### src/rtl/instruction_sequencer_if.sv
// rtl/instruction_sequencer_if.sv - control and status bundle between the instruction sequencer and the ALU datapath
interface instruction_sequencer_if;
  logic [15:0] IR_Value;
  logic [3:0]  Flags;
  logic [2:0]  RF_OutASel;
  logic [2:0]  RF_OutBSel;
  logic [2:0]  RF_FunSel;
  logic [3:0]  RF_RegSel;
  logic [3:0]  RF_ScrSel;
  logic [4:0]  ALU_FunSel;
  logic        ALU_WF;
  logic [1:0]  ARF_OutCSel;
  logic [1:0]  ARF_OutDSel;
  logic [1:0]  ARF_FunSel;
  logic [2:0]  ARF_RegSel;
  logic        IR_LH;
  logic        IR_Write;
  logic        Mem_WR;
  logic        Mem_CS;
  logic [1:0]  MuxASel;
  logic [1:0]  MuxBSel;
  logic [1:0]  MuxCSel;
  logic        MuxDSel;
  logic        DR_E;
  logic [1:0]  DR_FunSel;

  modport master (
    input  IR_Value, Flags,
    output RF_OutASel, RF_OutBSel, RF_FunSel, RF_RegSel, RF_ScrSel,
    output ALU_FunSel, ALU_WF,
    output ARF_OutCSel, ARF_OutDSel, ARF_FunSel, ARF_RegSel,
    output IR_LH, IR_Write, Mem_WR, Mem_CS,
    output MuxASel, MuxBSel, MuxCSel, MuxDSel, DR_E, DR_FunSel
  );

  modport slave (
    output IR_Value, Flags,
    input  RF_OutASel, RF_OutBSel, RF_FunSel, RF_RegSel, RF_ScrSel,
    input  ALU_FunSel, ALU_WF,
    input  ARF_OutCSel, ARF_OutDSel, ARF_FunSel, ARF_RegSel,
    input  IR_LH, IR_Write, Mem_WR, Mem_CS,
    input  MuxASel, MuxBSel, MuxCSel, MuxDSel, DR_E, DR_FunSel
  );
endinterface

### src/rtl/instruction_sequencer.sv
// rtl/instruction_sequencer.sv - hardwired sequencer: two-byte fetch, decode and execute micro-ops for the ALU datapath
// Optional SEQ_SINGLE_STEP_EN adds a Step input that gates the start of each fetch.
module instruction_sequencer #(
  parameter int SC_W = 3
) (
  input  logic                   Clock,
  input  logic                   Reset,
`ifdef SEQ_SINGLE_STEP_EN
  input  logic                   Step,
`endif
  instruction_sequencer_if.master dp,
  output logic [SC_W-1:0]        T_State,
  output logic                   Halted,
  output logic                   Illegal
);

  typedef enum logic {RUN, HALT} mode_t;

  mode_t           mode_q, mode_d;
  logic [SC_W-1:0] sc_q, sc_d;
  logic            last, hold;

  logic [3:0] opcode;
  logic       s_bit;
  logic [2:0] dst, src1, src2;
  logic [1:0] rsel;
  logic       unused_bits;

  assign opcode      = dp.IR_Value[15:12];
  assign s_bit       = dp.IR_Value[11];
  assign dst         = dp.IR_Value[10:8];
  assign src1        = dp.IR_Value[7:5];
  assign src2        = dp.IR_Value[4:2];
  assign rsel        = dp.IR_Value[9:8];
  assign unused_bits = ^{dp.IR_Value[1:0], dp.Flags[2:0]};

  function automatic logic [3:0] rf_onehot(input logic [1:0] idx);
    return 4'b1000 >> idx;
  endfunction

  function automatic logic [2:0] arf_onehot(input logic [1:0] idx);
    case (idx)
      2'b10:   return 3'b010;
      2'b11:   return 3'b001;
      default: return 3'b100;
    endcase
  endfunction

  always_ff @(posedge Clock) begin
    if (Reset) begin
      mode_q <= RUN;
      sc_q   <= '0;
    end else begin
      mode_q <= mode_d;
      sc_q   <= sc_d;
    end
  end

  always_comb begin
    dp.RF_OutASel  = 3'b000;
    dp.RF_OutBSel  = 3'b000;
    dp.RF_FunSel   = 3'b000;
    dp.RF_RegSel   = 4'b0000;
    dp.RF_ScrSel   = 4'b0000;
    dp.ALU_FunSel  = 5'b00000;
    dp.ALU_WF      = 1'b0;
    dp.ARF_OutCSel = 2'b00;
    dp.ARF_OutDSel = 2'b00;
    dp.ARF_FunSel  = 2'b00;
    dp.ARF_RegSel  = 3'b000;
    dp.IR_LH       = 1'b0;
    dp.IR_Write    = 1'b0;
    dp.Mem_WR      = 1'b0;
    dp.Mem_CS      = 1'b1;
    dp.MuxASel     = 2'b00;
    dp.MuxBSel     = 2'b00;
    dp.MuxCSel     = 2'b00;
    dp.MuxDSel     = 1'b0;
    dp.DR_E        = 1'b0;
    dp.DR_FunSel   = 2'b00;
    Illegal        = 1'b0;
    mode_d         = mode_q;
    sc_d           = sc_q;
    last           = 1'b0;
    hold           = 1'b0;

    if (Reset) begin
      dp.RF_FunSel  = 3'b011;
      dp.RF_RegSel  = 4'b1111;
      dp.RF_ScrSel  = 4'b1111;
      dp.ARF_FunSel = 2'b11;
      dp.ARF_RegSel = 3'b111;
    end else if (mode_q == HALT) begin
      sc_d = '0;
    end else begin
      if (sc_q == SC_W'(0) || sc_q == SC_W'(1)) begin
`ifdef SEQ_SINGLE_STEP_EN
        hold = (sc_q == SC_W'(0)) && !Step;
`endif
        if (!hold) begin
          dp.ARF_OutDSel = 2'b00;
          dp.Mem_CS      = 1'b0;
          dp.IR_Write    = 1'b1;
          dp.IR_LH       = (sc_q == SC_W'(1));
          dp.ARF_FunSel  = 2'b01;
          dp.ARF_RegSel  = 3'b100;
        end
      end else if (sc_q == SC_W'(2)) begin
        last = 1'b1;
        case (opcode)
          4'h0, 4'h1: begin
            // BNE only branches when the zero flag (bit 3) is clear
            if (opcode == 4'h0 || !dp.Flags[3]) begin
              dp.MuxBSel    = 2'b11;
              dp.ARF_FunSel = 2'b10;
              dp.ARF_RegSel = 3'b100;
            end
          end
          4'h2: begin
            dp.MuxASel   = 2'b11;
            dp.RF_FunSel = 3'b010;
            dp.RF_RegSel = rf_onehot(rsel);
          end
          4'h3, 4'h4, 4'h5, 4'h6, 4'h7, 4'h8: begin
            if (opcode != 4'h8 && !src2[2]) begin
              Illegal = 1'b1;
            end else begin
              case (opcode)
                4'h3:    dp.ALU_FunSel = 5'b10100;
                4'h4:    dp.ALU_FunSel = 5'b10110;
                4'h5:    dp.ALU_FunSel = 5'b10111;
                4'h6:    dp.ALU_FunSel = 5'b11000;
                4'h7:    dp.ALU_FunSel = 5'b11001;
                default: dp.ALU_FunSel = 5'b10000;
              endcase
              if (!src1[2]) begin
                dp.MuxDSel     = 1'b1;
                dp.ARF_OutCSel = src1[1:0];
              end else begin
                dp.RF_OutASel = {1'b0, src1[1:0]};
              end
              if (opcode != 4'h8) dp.RF_OutBSel = {1'b0, src2[1:0]};
              if (dst[2]) begin
                dp.MuxASel   = 2'b00;
                dp.RF_FunSel = 3'b010;
                dp.RF_RegSel = rf_onehot(dst[1:0]);
              end else begin
                dp.MuxBSel    = 2'b00;
                dp.ARF_FunSel = 2'b10;
                dp.ARF_RegSel = arf_onehot(dst[1:0]);
              end
              dp.ALU_WF = s_bit;
            end
          end
          4'h9: begin
            dp.ARF_OutDSel = 2'b10;
            dp.Mem_CS      = 1'b0;
            dp.DR_E        = 1'b1;
            dp.DR_FunSel   = 2'b01;
            last           = 1'b0;
          end
          4'hA: begin
            dp.RF_OutASel  = {1'b0, rsel};
            dp.ALU_FunSel  = 5'b10000;
            dp.MuxCSel     = 2'b00;
            dp.ARF_OutDSel = 2'b10;
            dp.Mem_CS      = 1'b0;
            dp.Mem_WR      = 1'b1;
          end
          4'hB: mode_d = HALT;
          default: Illegal = 1'b1;
        endcase
      end else if (sc_q == SC_W'(3) && opcode == 4'h9) begin
        dp.MuxASel   = 2'b10;
        dp.RF_FunSel = 3'b010;
        dp.RF_RegSel = rf_onehot(rsel);
        last         = 1'b1;
      end else begin
        // any other count is unreachable; recover by restarting the fetch
        last = 1'b1;
      end
      if (!hold) sc_d = (last || sc_q == '1) ? '0 : sc_q + SC_W'(1);
    end
  end

  assign T_State = sc_q;
  assign Halted  = (mode_q == HALT);

endmodule

### src/flat_wrapper.sv
// flat-port wrapper written by rule: the top's interface ports become plain ports
module instruction_sequencer_flat 
#(
  parameter int SC_W = 3
)
  (Clock, Reset, T_State, Halted, Illegal, dp_IR_Value, dp_Flags, dp_RF_OutASel, dp_RF_OutBSel, dp_RF_FunSel, dp_RF_RegSel, dp_RF_ScrSel, dp_ALU_FunSel, dp_ALU_WF, dp_ARF_OutCSel, dp_ARF_OutDSel, dp_ARF_FunSel, dp_ARF_RegSel, dp_IR_LH, dp_IR_Write, dp_Mem_WR, dp_Mem_CS, dp_MuxASel, dp_MuxBSel, dp_MuxCSel, dp_MuxDSel, dp_DR_E, dp_DR_FunSel);
  instruction_sequencer_if dp_i ();
  input  logic Clock;
  input  logic Reset;
  output logic [SC_W-1:0] T_State;
  output logic Halted;
  output logic Illegal;
  input wire logic [$bits(dp_i.IR_Value)-1:0] dp_IR_Value;
  input wire logic [$bits(dp_i.Flags)-1:0] dp_Flags;
  output wire logic [$bits(dp_i.RF_OutASel)-1:0] dp_RF_OutASel;
  output wire logic [$bits(dp_i.RF_OutBSel)-1:0] dp_RF_OutBSel;
  output wire logic [$bits(dp_i.RF_FunSel)-1:0] dp_RF_FunSel;
  output wire logic [$bits(dp_i.RF_RegSel)-1:0] dp_RF_RegSel;
  output wire logic [$bits(dp_i.RF_ScrSel)-1:0] dp_RF_ScrSel;
  output wire logic [$bits(dp_i.ALU_FunSel)-1:0] dp_ALU_FunSel;
  output wire logic [$bits(dp_i.ALU_WF)-1:0] dp_ALU_WF;
  output wire logic [$bits(dp_i.ARF_OutCSel)-1:0] dp_ARF_OutCSel;
  output wire logic [$bits(dp_i.ARF_OutDSel)-1:0] dp_ARF_OutDSel;
  output wire logic [$bits(dp_i.ARF_FunSel)-1:0] dp_ARF_FunSel;
  output wire logic [$bits(dp_i.ARF_RegSel)-1:0] dp_ARF_RegSel;
  output wire logic [$bits(dp_i.IR_LH)-1:0] dp_IR_LH;
  output wire logic [$bits(dp_i.IR_Write)-1:0] dp_IR_Write;
  output wire logic [$bits(dp_i.Mem_WR)-1:0] dp_Mem_WR;
  output wire logic [$bits(dp_i.Mem_CS)-1:0] dp_Mem_CS;
  output wire logic [$bits(dp_i.MuxASel)-1:0] dp_MuxASel;
  output wire logic [$bits(dp_i.MuxBSel)-1:0] dp_MuxBSel;
  output wire logic [$bits(dp_i.MuxCSel)-1:0] dp_MuxCSel;
  output wire logic [$bits(dp_i.MuxDSel)-1:0] dp_MuxDSel;
  output wire logic [$bits(dp_i.DR_E)-1:0] dp_DR_E;
  output wire logic [$bits(dp_i.DR_FunSel)-1:0] dp_DR_FunSel;
  assign dp_i.IR_Value = dp_IR_Value;
  assign dp_i.Flags = dp_Flags;
  assign dp_RF_OutASel = dp_i.RF_OutASel;
  assign dp_RF_OutBSel = dp_i.RF_OutBSel;
  assign dp_RF_FunSel = dp_i.RF_FunSel;
  assign dp_RF_RegSel = dp_i.RF_RegSel;
  assign dp_RF_ScrSel = dp_i.RF_ScrSel;
  assign dp_ALU_FunSel = dp_i.ALU_FunSel;
  assign dp_ALU_WF = dp_i.ALU_WF;
  assign dp_ARF_OutCSel = dp_i.ARF_OutCSel;
  assign dp_ARF_OutDSel = dp_i.ARF_OutDSel;
  assign dp_ARF_FunSel = dp_i.ARF_FunSel;
  assign dp_ARF_RegSel = dp_i.ARF_RegSel;
  assign dp_IR_LH = dp_i.IR_LH;
  assign dp_IR_Write = dp_i.IR_Write;
  assign dp_Mem_WR = dp_i.Mem_WR;
  assign dp_Mem_CS = dp_i.Mem_CS;
  assign dp_MuxASel = dp_i.MuxASel;
  assign dp_MuxBSel = dp_i.MuxBSel;
  assign dp_MuxCSel = dp_i.MuxCSel;
  assign dp_MuxDSel = dp_i.MuxDSel;
  assign dp_DR_E = dp_i.DR_E;
  assign dp_DR_FunSel = dp_i.DR_FunSel;
  instruction_sequencer #(.SC_W(SC_W)) u_core (.Clock(Clock), .Reset(Reset), .dp(dp_i), .T_State(T_State), .Halted(Halted), .Illegal(Illegal));
endmodule
### config.mk
export PLATFORM = sky130hd
export DESIGN_NAME = instruction_sequencer_flat
export DESIGN_NICKNAME = d
export VERILOG_FILES = /design/src/rtl/instruction_sequencer_if.sv /design/src/rtl/instruction_sequencer.sv /design/src/flat_wrapper.sv
export SDC_FILE = /design/constraint.sdc
export NUM_CORES = 1
export LEC_CHECK = 0
export CAP_MARGIN = 15
export CORE_MARGIN = 5
export CORE_UTILIZATION = 33
export CTS_CLUSTER_DIAMETER = 80
export CTS_CLUSTER_SIZE = 24
export DETAILED_ROUTE_END_ITERATION = 6
export GPL_ROUTABILITY_DRIVEN = 0
export PLACE_DENSITY_LB_ADDON = 0.25
export SYNTH_ARGS = -nofsm -noshare
export SYNTH_HDL_FRONTEND = slang
export SYNTH_SLANG_ARGS = --single-unit
### constraint.sdc
create_clock -name Clock -period 2.44 [get_ports Clock]
set_input_delay 0.366 -clock Clock [delete_from_list [all_inputs] [get_ports Clock]]
set_output_delay 0.366 -clock Clock [all_outputs]
set_load 0.01 [all_outputs]
==> run metrics, run 1 <==
status=complete, no violations; largest net degree at the start of global routing=15; number of flops mapped to enable cells by yosys=0; clock buffer depth=2; number of global-route vias before repair=around 1300; Clk network pwr share=9.1%; # diodes=0; gr ovfl total=0; global-route wire length before repair=~6400 um; # IOs=73; Synth Cell Area=~930 um2; Nets=around 260; post-synthesis async set-or-reset flop share=0%; sequential share of power=around 11%; CP bufs+invs=5; number of port buffers=60; most common cell after layout, fill and taps aside=buf_4; dominant synthesized flop cell=dfxtp_1; Crit path top cell by count=buf_4; Layout area overhead=102%; initial antenna violation count=0; Final setup violation count=0; core box area=roughly 2700 um2; via/cell ratio=5.39; clock root cell=clkbuf_4; Die Wd=63.0 um; CP arrival=around 2.0 ns; Inserted Clock Buffers=3; Yosys cell types=48; layout cells sized above 1=around 47%; top cell type's share of synthesized area=roughly 11%; crit share post-route=between 90% and 100%; Synthesis Warnings=0; min-delay worst type=reg -> reg; reg-to-reg slack, setup=approximately 0.94 ns; HPWL Detailed=2820 um; Fmax achieved=around 410 MHz; CTS tree=built; switching power=just over 0.4 mW; Die Height=approximately 63 um; clock sink count=4; Critical Path Start Type=register; internal power=~0.52 mW; FF+latch count, synth=4; Crit. End Element=primary output; num rows=19; Filler Cell Count=236; Via Count=roughly 1400; commonest non-fill, non-tap cells in the layout=40 x buf_4, 21 x clkdlybuf4s50_1, 14 x nor2_1; register area share after synthesis=8.63%; Clk pin slew, worst setup/hold paths=about 0.040 ns; largest cells by area after synthesis=buf_4 11%, dfxtp_1 8.6%, ha_1 8.1%; Sw Share=a little over two fifths; Synth Instances=132; kind of critical path=reg -> out; DR WL/cell=roughly 16 um; Tmin final=2.41 ns; peak supply drop=between 0.5 and 0.6 mV; Initial Util=~34%; final-report max-slew violation count=0; final hold violations=0; delay-heaviest family, CP=buffers and inverters; drt drc=0; drt pass-1 iters=4; final WL=roughly 4100 um; Final Util=68.6%; Final ANT Viol Nets=0; CP peak stage delay=~0.32 ns; Worst Path Required=2.07 ns; hold_ws=0.524 ns; top cell type by total area after synthesis=buf_4; CP cell instances=inv_1 -> ha_2 -> nand2b_4 -> buf_4 -> o311ai_2 -> buf_4 -> buf_4 -> a41o_1 -> clkdlybuf4s15_2; max-capacitance violation count=0; skew final=0.00194 ns; Slowest-stage cell, CP=dfxtp_2; Inst Count DP=between 200 and 250; syn avg cell area=between 7 and 8 um2; Skew-Pair Late Insertion Delay=0.24 ns; Crit Path Max Fanout=6; Comb power frac=80.1%; fin cells=about 260; All-Layer GR Usage=roughly 20%; leakage power=a little under 0.9 nW; Clock H-tree levels=1; PwrDens=495 nW/um2; die footprint=~4000 um2; RSZ-0062 raised after global routing=true; DRT iter0 DRCs=between 50 and 60
synthesized netlist by cell type, types with 2 or more instances:
| library cell | number |
|---|---|
| nor2_1 | 16 |
| buf_4 | 14 |
| inv_1 | 10 |
| nand2_1 | 7 |
| ha_1 | 6 |
| and3_1 | 5 |
| nor3_1 | 5 |
| a21oi_1 | 4 |
| a41o_1 | 4 |
| clkbuf_1 | 4 |
| dfxtp_1 | 4 |
| o21ai_0 | 4 |
| buf_6 | 3 |
| nand2b_1 | 3 |
| nand3_1 | 3 |
| a31o_2 | 2 |
| a32oi_1 | 2 |
| and2_1 | 2 |
| and4bb_2 | 2 |
| nor2b_1 | 2 |
| nor3b_1 | 2 |
| o31ai_1 | 2 |
per-stage QoR:
step                TNS, ns  instance area (um2)  setup WS (ns)  power (mW)
detailed placement    -9.03                 1690         -0.405       0.754
CTS                  -0.287                 1830        -0.0972       0.892
floorplan                 0                  951          0.289       0.424
global route         -0.308                 1870        -0.0604       0.995
finish                    0                 1870         0.0295       0.928
global placement      -8.39                 1690         -0.362       0.741
power groups by stage:
stage / clock network [mW] / logic, mW / registers, mW
6_report: 0.0847 / 0.744 / 0.0998
3_3_place_gp: 0 / 0.643 / 0.0974
2_1_floorplan: 0 / 0.311 / 0.113
3_5_place_dp: 0 / 0.656 / 0.0984
5_1_grt: 0.0945 / 0.797 / 0.103
4_1_cts: 0.0913 / 0.703 / 0.0983
metal layers:
metal / GRT usage [%] / part of all wire (%)
met1: 23.2 / 40
met2: 33.8 / 51
met3: 3.78 / 7.5
met4: 7.69 / 1.5
met5: 0 / 0
state kept, by name, summed over array words and instances (netlist names):
| signal | count |
|---|---|
| u_core.Halted | 1 |
| u_core.T_State | 3 |
cell families after synthesis:
logic type / Yosys count / synth area share [%]
and+or+nand+nor: 57 / 35.3
AOI/OAI and AO/OA: 32 / 26.4
buffers and inverters: 32 / 21.2
adders and majority gates: 6 / 8.09
DFF: 4 / 8.63
other: 1 / 0.404
what timing repair did:
action / CTS / global route
gates cloned: 3 / 0
resized for setup: 105 / 29
pin swaps: 5 / 4
buffers inserted: 7 / 3
endpoints found under the setup margin: 33 / 27
hold buffers: 0 / 0
layout make-up:
| class | instances | area (um2) | share of cell area [%] |
|---|---|---|---|
| clock buffer | 3 | 22.5 | 1.20 |
| sequential | 4 | 81.3 | 4.34 |
| inverter | 10 | 37.5 | 2.00 |
| multi-input combinational | 103 | 806 | 43.0 |
| tap | 31 | 38.8 | 2.07 |
| timing repair buffer | 106 | 888 | 47.4 |
worst register-to-register path: cells and delay by family, from the launching register on:
family,cells,cell delay [ns]
adder cells (fa/ha/maj),1,0.24
flip-flops,1,0.32
buffers and inverters,3,0.37
AO/OA/AOI/OAI,2,0.33
AND/OR/NAND/NOR,1,0.10
worst paths after layout:
kind,startpoint,end,cells past startpoint
worst max-delay path,u_core.T_State[0],dp_RF_RegSel[2],9
worst min-delay path,u_core.T_State[0],u_core.T_State[0],2
worst max register to register,u_core.T_State[0],u_core.Halted,7
worst min register to register,u_core.T_State[0],u_core.T_State[0],2
Power figures use the tool's default switching activity.
==> run 2, diff against run 1 <==
- CORE_UTILIZATION: 33 -> 34
- CTS_BUF_LIST: unset -> sky130_fd_sc_hd__clkbuf_4
- GPL_TIMING_DRIVEN: unset -> 0
==> run 2 against run 1 <==
Compared with the run above:
- cell count decreased by 6.6%
- largest cell class is now multi-input gates
- worst setup slack improved by 0.026 ns
- routed wire length is 12% lower
- global-route usage is 2.1 points lower
- core utilization is 3.0 points lower
==> run metrics, run 2 (synthesis results as in run 1) <==
FF/Latch Area=87.6 um2 (+7.7%); RSZ-0062 raised after global routing=true; commonest non-fill, non-tap cells in the layout=24 x buf_4, 22 x clkdlybuf4s50_1, 15 x nor2_1; cells on worst reg2reg path=7 (unchanged); Placement Setup Slack=-0.636 ns (-0.231 ns); Filler Cell Count=240 (+1.7%); die footprint=3880 um2 (-2.5%); Die Height=62.3 um (-1.2%); Multi-input gate area=820 um2 (+1.7%); Hold EP=u_core.T_State[0]; Layout area overhead=89.8%; reg-to-reg slack, setup=1.13 ns (+0.19 ns); crit share post-route=97.7% (-1.0 points); grt met3 use=4.68% (+0.91 points); peak supply drop=0.705 mV (+34%); final hold violations=0 (unchanged); HPWL Detailed=2730 um (-3.1%); # diodes=0 (unchanged); largest net degree at the start of global routing=11 (-4); Via Count=1250 (-9.7%); final WL=3590 um (-12%); final-report max-slew violation count=0 (unchanged); skew final=0.00707 ns (+0.00513 ns); Final ANT Viol Nets=0 (unchanged); All-Layer GR Usage=17.4% (-2.1 points); clock sink count=4 (unchanged); CP peak stage delay=0.53 ns (+0.21 ns); Skew-Pair Late Insertion Delay=0.23 ns (about the same); clock buffer depth=2 (unchanged); Inserted Clock Buffers=3 (unchanged); final instance area=1760 um2 (-6.0%); RR Startpoint=u_core.T_State[0]; met2 Track Usage GR=31.7% (-2.1 points); most common cell after layout, fill and taps aside=buf_4; Tmin final=2.38 ns (-0.0256 ns); Largest register FFs=3 (unchanged); global-route wire length before repair=5740 um (-10%); CP cell instances=inv_4 -> ha_4 -> nand2b_4 -> buf_6 -> or4_4 -> buf_4 -> nor4_4 -> buf_2; Critical Path Start Type=register; leakage power=0.865 nW (-3.3%); min-delay worst type=reg -> reg; Initial Util=34.6% (+0.60 points); drt drc=0 (unchanged); Crit. End Element=primary output; reg2reg end=u_core.Halted; Hold-fix buffers, CTS=0 (unchanged); max-capacitance violation count=0 (unchanged); min-delay src=u_core.T_State[0]; Slowest-stage cell, CP=or4_4; Clock H-tree levels=1 (unchanged); drt pass-1 iters=4 (unchanged); Crit Path Max Fanout=8 (+2); Die Wd=62.3 um (-1.2%); Final Util=65.6% (-3.0 points); core box area=2690 um2 (-1.7%); kind of critical path=reg -> out; gr ovfl total=0 (unchanged); clock root cell=clkbuf_4; DR WL/cell=15.0 um (-6.2%); Fmax achieved=419 MHz (+1.1%); DRT iter0 DRCs=25 (-55%); GRT Max-Usage Layer=met2; Final WS setup=0.0550 ns (+0.0256 ns); CTS tree=built; Final setup violation count=0 (unchanged); number of global-route vias before repair=1213 (-9.5%); status=complete, no violations; Post-DP Area=1580 um2 (-6.3%); CP arrival=2.02 ns (-0.02 ns); layout cells sized above 1=40.7% (-6.2 points); Worst Path Required=2.07 ns (about the same); hold path depth=1 (-1); num rows=19 (unchanged); Critical Path Start=u_core.T_State[0]; Nets=239 (-6.6%); grt met1 use=20.0% (-3.2 points); Clk pin slew, worst setup/hold paths=0.03 ns (about the same); initial antenna violation count=0 (unchanged); number of port buffers=59 (-1.7%); PwrDens=485 nW/um2 (-2.0%); # IOs=73 (unchanged); via/cell ratio=5.21 (-3.3%)
run 2: cell count changes in the layout (fill, tap and decap cells not counted), sizes merged:
cell and change:
dlymetal6s2s -1, dlygate4sd2 +6, buf -18, clkdlybuf4s15 -9, or4 -1, clkbuf +5
clkdlybuf4s50 +1
run 2: metrics by stage:
stage	TNS, ns	power, mW	cells	hold WS (ns)
6_report	0	0.855	240	0.464
5_1_grt	-0.0542	0.937	240	0.487
4_1_cts	-0.454	0.793	237	0.458
3_5_place_dp	-11.41	0.656	228	0.485
3_3_place_gp	-10.46	0.643	228	0.467
2_1_floorplan	0	0.424	138	0.484
run 2: worst max path at each step:
stage               cells past startpoint           endpoint  slack (ns)
finish                                  8      dp_MuxASel[0]        0.06
global route                            8      dp_MuxASel[0]       -0.03
global placement                        6  dp_ARF_OutCSel[0]       -0.52
CTS                                     6   dp_ALU_FunSel[1]       -0.10
floorplan                               7   dp_ARF_RegSel[0]        0.29
detailed placement                      6  dp_ARF_OutCSel[0]       -0.64
run 2: area by class of cell:
| cell class | instances | share of cell area (%) |
|---|---|---|
| timing repair buffer | 70 | 33.4 |
| sequential | 4 | 4.97 |
| inverter | 10 | 2.27 |
| tap | 31 | 2.20 |
| buffer | 20 | 9.37 |
| clock buffer | 3 | 1.28 |
| multi-input combinational | 102 | 46.5 |
run 2: what timing repair did:
action / CTS / global route
pin swaps: 6 / 7
setup buffers: 8 / 3
hold endpoints to repair: 0 / 0
setup endpoints to repair: 32 / 24
gates resized for setup: 83 / 46
run 2: report_power, final:
part,internal [mW],total [mW],switching (mW)
Combinational,0.323,0.650,0.326
Clock,0.0548,0.0792,0.0244
Sequential,0.0950,0.126,0.0309
Total,0.473,0.855,0.382
run 2: routing by layer:
layer / share of wire (%) / vias up / wire length (um)
met2: 52 / 67 / 1850
li1: - / 615 / -
met1: 40 / 566 / 1420
met4: 0.64 / 0 / 23
met5: 0 / - / 0
met3: 8.1 / 2 / 292
run 2: worst max-delay path, delay by kind of cell, from the launching register on:
kind                     cells  cell delay (ns)
AND/OR/NAND/NOR              3             0.77
adder cells (fa/ha/maj)      1             0.14
buffers and inverters        4             0.54
flip-flops                   1             0.36
